### src/rtl/signed_bcd_converter_module_if.sv
// Start/Done handshake bus between the display controller and the BCD converter.
// The controller drives the master side and the converter drives the slave side.
interface signed_bcd_converter_module_if;
    logic       Start_Sig;
    logic [7:0] Value;
    logic       Done_Sig;
    logic       Sign;
    logic [3:0] Hundreds;
    logic [3:0] Tens;
    logic [3:0] Ones;

    modport master (
        output Start_Sig, Value,
        input  Done_Sig, Sign, Hundreds, Tens, Ones
    );

    modport slave (
        input  Start_Sig, Value,
        output Done_Sig, Sign, Hundreds, Tens, Ones
    );
endinterface

### src/rtl/signed_bcd_converter_module.sv
// Converts an 8-bit divider result into a sign plus three BCD digits using double dabble.
// One bit is shifted per clock, and the FSM only advances while Start_Sig is held high.
module signed_bcd_converter_module #(
    parameter int SIGNED = 1
) (
    input  logic                                 CLK,
    input  logic                                 RSTn,
    signed_bcd_converter_module_if.slave         bus
);

    localparam logic [1:0] IDLE  = 2'd0;
    localparam logic [1:0] SHIFT = 2'd1;
    localparam logic [1:0] DONE  = 2'd2;
    localparam logic [1:0] CLEAR = 2'd3;

    localparam logic IS_SIGNED = (SIGNED != 0);

    logic [1:0]  state_q,    state_d;
    logic [2:0]  count_q,    count_d;
    logic [7:0]  mag_q,      mag_d;
    logic [11:0] bcd_q,      bcd_d;
    logic        neg_q,      neg_d;
    logic        done_q,     done_d;
    logic        sign_q,     sign_d;
    logic [3:0]  hundreds_q, hundreds_d;
    logic [3:0]  tens_q,     tens_d;
    logic [3:0]  ones_q,     ones_d;
    logic [11:0] bcdAdj;

    always_comb begin
        bcdAdj[3:0]  = (bcd_q[3:0]  >= 4'd5) ? bcd_q[3:0]  + 4'd3 : bcd_q[3:0];
        bcdAdj[7:4]  = (bcd_q[7:4]  >= 4'd5) ? bcd_q[7:4]  + 4'd3 : bcd_q[7:4];
        bcdAdj[11:8] = (bcd_q[11:8] >= 4'd5) ? bcd_q[11:8] + 4'd3 : bcd_q[11:8];
    end

    // Dropping Start_Sig freezes every state, so a paused conversion resumes where it stopped.
    always_comb begin
        state_d    = state_q;
        count_d    = count_q;
        mag_d      = mag_q;
        bcd_d      = bcd_q;
        neg_d      = neg_q;
        done_d     = done_q;
        sign_d     = sign_q;
        hundreds_d = hundreds_q;
        tens_d     = tens_q;
        ones_d     = ones_q;
        if (bus.Start_Sig) begin
            case (state_q)
                IDLE: begin
                    mag_d   = (IS_SIGNED && bus.Value[7]) ? (~bus.Value + 8'd1) : bus.Value;
                    neg_d   = IS_SIGNED & bus.Value[7];
                    bcd_d   = 12'd0;
                    count_d = 3'd0;
                    state_d = SHIFT;
                end
                SHIFT: begin
                    {bcd_d, mag_d} = {bcdAdj, mag_q} << 1;
                    count_d        = count_q + 3'd1;
                    if (count_q == 3'd7) begin
                        state_d = DONE;
                    end
                end
                DONE: begin
                    hundreds_d = bcd_q[11:8];
                    tens_d     = bcd_q[7:4];
                    ones_d     = bcd_q[3:0];
                    sign_d     = neg_q;
                    done_d     = 1'b1;
                    state_d    = CLEAR;
                end
                CLEAR: begin
                    done_d  = 1'b0;
                    state_d = IDLE;
                end
                default: state_d = IDLE;
            endcase
        end
    end

    always_ff @(posedge CLK or negedge RSTn) begin
        if (!RSTn) begin
            state_q    <= IDLE;
            count_q    <= 3'd0;
            mag_q      <= 8'd0;
            bcd_q      <= 12'd0;
            neg_q      <= 1'b0;
            done_q     <= 1'b0;
            sign_q     <= 1'b0;
            hundreds_q <= 4'd0;
            tens_q     <= 4'd0;
            ones_q     <= 4'd0;
        end else begin
            state_q    <= state_d;
            count_q    <= count_d;
            mag_q      <= mag_d;
            bcd_q      <= bcd_d;
            neg_q      <= neg_d;
            done_q     <= done_d;
            sign_q     <= sign_d;
            hundreds_q <= hundreds_d;
            tens_q     <= tens_d;
            ones_q     <= ones_d;
        end
    end

    assign bus.Done_Sig = done_q;
    assign bus.Sign     = sign_q;
    assign bus.Hundreds = hundreds_q;
    assign bus.Tens     = tens_q;
    assign bus.Ones     = ones_q;

endmodule

### src/flat_wrapper.sv
// flat-port wrapper written by rule: the top's interface ports become plain ports
module signed_bcd_converter_module_flat 
#(
    parameter int SIGNED = 1
)
  (CLK, RSTn, bus_Start_Sig, bus_Value, bus_Done_Sig, bus_Sign, bus_Hundreds, bus_Tens, bus_Ones);
  signed_bcd_converter_module_if bus_i ();
  input  logic CLK;
  input  logic RSTn;
  input wire logic [$bits(bus_i.Start_Sig)-1:0] bus_Start_Sig;
  input wire logic [$bits(bus_i.Value)-1:0] bus_Value;
  output wire logic [$bits(bus_i.Done_Sig)-1:0] bus_Done_Sig;
  output wire logic [$bits(bus_i.Sign)-1:0] bus_Sign;
  output wire logic [$bits(bus_i.Hundreds)-1:0] bus_Hundreds;
  output wire logic [$bits(bus_i.Tens)-1:0] bus_Tens;
  output wire logic [$bits(bus_i.Ones)-1:0] bus_Ones;
  assign bus_i.Start_Sig = bus_Start_Sig;
  assign bus_i.Value = bus_Value;
  assign bus_Done_Sig = bus_i.Done_Sig;
  assign bus_Sign = bus_i.Sign;
  assign bus_Hundreds = bus_i.Hundreds;
  assign bus_Tens = bus_i.Tens;
  assign bus_Ones = bus_i.Ones;
  signed_bcd_converter_module #(.SIGNED(SIGNED)) u_core (.CLK(CLK), .RSTn(RSTn), .bus(bus_i));
endmodule
### config.mk
export PLATFORM = sky130hd
export DESIGN_NAME = signed_bcd_converter_module_flat
export DESIGN_NICKNAME = d
export VERILOG_FILES = /design/src/rtl/signed_bcd_converter_module_if.sv /design/src/rtl/signed_bcd_converter_module.sv /design/src/flat_wrapper.sv
export SDC_FILE = /design/constraint.sdc
export NUM_CORES = 1
export LEC_CHECK = 0
export CELL_PAD_IN_SITES_DETAIL_PLACEMENT = 0
export CELL_PAD_IN_SITES_GLOBAL_PLACEMENT = 1
export CORE_MARGIN = 2
export CORE_UTILIZATION = 35
export DETAILED_ROUTE_END_ITERATION = 8
export PLACE_DENSITY = 0.73
export SETUP_SLACK_MARGIN = 0.5
export SYNTH_ARGS = -nofsm -noshare
export SYNTH_HDL_FRONTEND = slang
export SYNTH_SLANG_ARGS = --single-unit
### constraint.sdc
create_clock -name CLK -period 2 [get_ports CLK]
set_clock_uncertainty 0.15 [all_clocks]
set_input_delay 0.3 -clock CLK [delete_from_list [all_inputs] [get_ports CLK]]
set_output_delay 0.3 -clock CLK [all_outputs]
set_load 0.02 [all_outputs]
==> impl_metrics.ini <==
[global_route]
grt_pass1_wl_um = 8020
first_global_vias = 1668
grt_usage_pct = 16.3
grt_start_max_net_pins = 41
grt_overflow_total = 0
antenna_found_initial = 0

[power_and_ir_drop]
finalPower_mw = 3.85
p_leak_nw = 1.56
power_density_nw_per_um2 = 1130
irDropWorstVdd_v = 0.000528

[synthesis]
synth_nets = 222
yosysTopAreaCellShare_pct = 49.1
synth.cell_area_um2 = 2040
yosys_warnings = 0
synthDistinctLibCells = 29
yosys.area.top_type = dfrtp_1
syn_inst = 198
ys_seq_area_share_pct = 49.1
synthTopCellsByArea = dfrtp_1 49%, ha_1 8.0%, mux2_2 7.2%
synth.avg_cell_area_um2 = 10.3
synth_seq_cells = 40

[setup_path]
crit_required_ps = 2070
critPathBufInv = 0
path_cells = ha_4 > or4b_4 > nor4_4 > a21oi_2 > o21ai_2
critPathLaunchType = flop
worstSetupEndpointType = flop
crit_arrival_ps = 1800
slowest_stage = or4b_4
crit_fanout = 5
crit_type = flop to flop
slowest_delay_ps = 550
crit_family = simple AND/OR/NAND/NOR gates

[floorplanning]
die_y_um = 80.3
die_width_um = 80.3
fp.dieArea_um2 = 6450
core_um2 = 5570
ioPinCount = 25
rows = 27
start_util_pct = 36.6

[clocking]
cts_sinks = 40
cts_tree = built
cts_root_buffer = clkbuf_8
cts.clk_slew.worst_paths_ps = 70
numCtsBuffers = 5
htree_levels = 2
cts.path.max_buffers = 2
clk_latency_ps = 290

[sta]
finalSetupViolCount = 0
tightest_slew_ps = 594
grt_setup_unrepaired = true
tns_ps = 0
fin_crit_ps = 1720
fmax_mhz = 580
hold_violations = 0
drv_slew = 0
relSlewSlack_pct = 60.4
worst_slack_ps = 276
period_share_pct = 86.2

[placed_design]
place.gp.congestion = 0.775
dpl_cell_area_um2 = 2530
dp_worst_setup_slack_ps = 39.6
dp_hpwl_um = 2740
portBuffers = 24

[finish]
area_delta_synth_final_pct = 67.6
layout-drive-gt1-share_pct = 54.5
post-route-util_pct = 61.3
nFillCells = 454
multi_input_area_um2 = 1430
diodes = 0
finalInstanceArea_um2 = 3420
num-nets-final = 298
regArea_um2 = 1000

[routing]
wl_per_cell_um = 13.9
vias = 1699
first_pass_iters = 4
drc = 0
ant_nets = 0
drt_iter0_drc = 71
wirelength_um = 4820
viasPerCell = 4.90

[flow_run]
drv_cap = 0

[hold_path]
hp-class = flop to flop

[run_status]
status = finished clean
## tightest hold or removal path: stages, from the launching register on
cell     delay [ps]
dfrtp_1         350
nand2_1          60
o21ai_2          50
## cells by family (layout without fill, tap and decap cells)
logic type               after synthesis  after routing  synth area share (%)
AND/OR/NAND/NOR                       50             50                  11.8
XOR/XNOR                               8              8                  3.44
multiplexers                          17             17                  9.15
buffers and inverters                 21             98                  4.48
adder cells (fa/ha/maj)               13             13                  7.98
AO/OA/AOI/OAI                         49             49                  14.1
flip-flops                            40             40                  49.1
## path summary, 6_finish.rpt
kind	start	cells after the start	slack, ps	end
worst max-delay path	u_core.state_q[0]	5	280	u_core.mag_q[7]
worst min-delay path	u_core.mag_q[7]	2	340	u_core.mag_q[7]
worst max register to register	u_core.state_q[0]	5	280	u_core.mag_q[7]
worst min register to register	u_core.mag_q[7]	2	340	u_core.mag_q[7]
max in group asynchronous	RSTn	3	870	u_core.bcd_q[8]
min in group asynchronous	RSTn	3	450	u_core.bus.Hundreds[1]
## power by group
group          leakage, nW  switching, mW  internal (mW)
registers            0.531          0.177           1.02
clock network       0.0455          0.268          0.281
logic                0.983          0.973           1.14
## what timing repair did
action                                 in CTS  in global routing
pin swaps                                  17                 20
hold buffers                                1                  0
setup buffers                              30                  8
cloned                                      2                  0
setup endpoints to repair                  45                 37
endpoints found under the hold margin      40                  0
gates resized for setup                    73                 75
## flip-flops by register name, indices dropped and copies added (netlist names)
register and cells:
u_core.count_q 3, u_core.bcd_q 12, u_core.state_q 2, u_core.bus.Ones 4, u_core.mag_q 8, u_core.neg_q 1, u_core.bus.Done_Sig 1, u_core.bus.Tens 4
u_core.bus.Sign 1, u_core.bus.Hundreds 4
## area by class of cell
type / count / area share (%)
timing repair buffer: 78 / 22.2
multi-input combinational: 137 / 41.7
sequential: 40 / 29.3
clock buffer: 8 / 2.64
tap: 72 / 2.64
inverter: 12 / 1.46
## metal layers
layer  track usage [%]  vias to the layer above  share of wire (%)
li1                  -                      845                  -
met5                 0                        -                  0
met2              28.2                       27                 51
met3              3.71                        8                2.7
met4              4.07                        0                1.6
met1              20.4                      819                 45
## cells in the final DEF (no fill, tap or decap), drive strengths merged
cell	instances
dlygate4sd3	1
xor2	2
nand3	4
inv	12
nor3b	1
nor4	1
mux2	13
dfrtp	40
clkbuf	8
dlygate4sd2	15
nor2	2
a21oi	9
o2bb2ai	1
nand2b	5
xnor2	6
o21ai	29
a32oi	1
o31ai	5
nor3	5
or3	2
mux2i	4
and3	1
clkdlybuf4s50	8
nand4	1
buf	54
a32o	3
nand2	27
or4b	1
ha	13
a21boi	1
## through the flow
| step | hold slack [ps] | instances |
|---|---|---|
| 2_1_floorplan | -146 | 198 |
| 3_3_place_gp | 246 | 298 |
| 3_5_place_dp | 249 | 298 |
| 4_1_cts | 333 | 339 |
| 5_1_grt | 366 | 347 |
| 6_report | 341 | 347 |
## Yosys cell counts
| cell | number |
|---|---|
| buf_6 | 1 |
| nor3b_1 | 1 |
| o2bb2ai_1 | 1 |
| ha_1 | 13 |
| a32o_1 | 3 |
| nand3_1 | 4 |
| inv_1 | 12 |
| o21ai_2 | 1 |
| dfrtp_1 | 40 |
| nand2b_1 | 5 |
| nand2_1 | 27 |
| nor3_1 | 5 |
| or3_1 | 2 |
| xor2_1 | 2 |
| or4b_1 | 1 |
| a32oi_1 | 1 |
| nand4_1 | 1 |
| o31ai_1 | 5 |
| a21boi_0 | 1 |
| buf_2 | 4 |
| and3_1 | 1 |
| nor4_2 | 1 |
| mux2i_1 | 4 |
| nor2_1 | 2 |
| a21oi_1 | 9 |
| xnor2_1 | 6 |
| mux2_2 | 13 |
| o21ai_0 | 28 |
| clkbuf_1 | 4 |
Note: power is estimated with default switching activity, not from simulation.
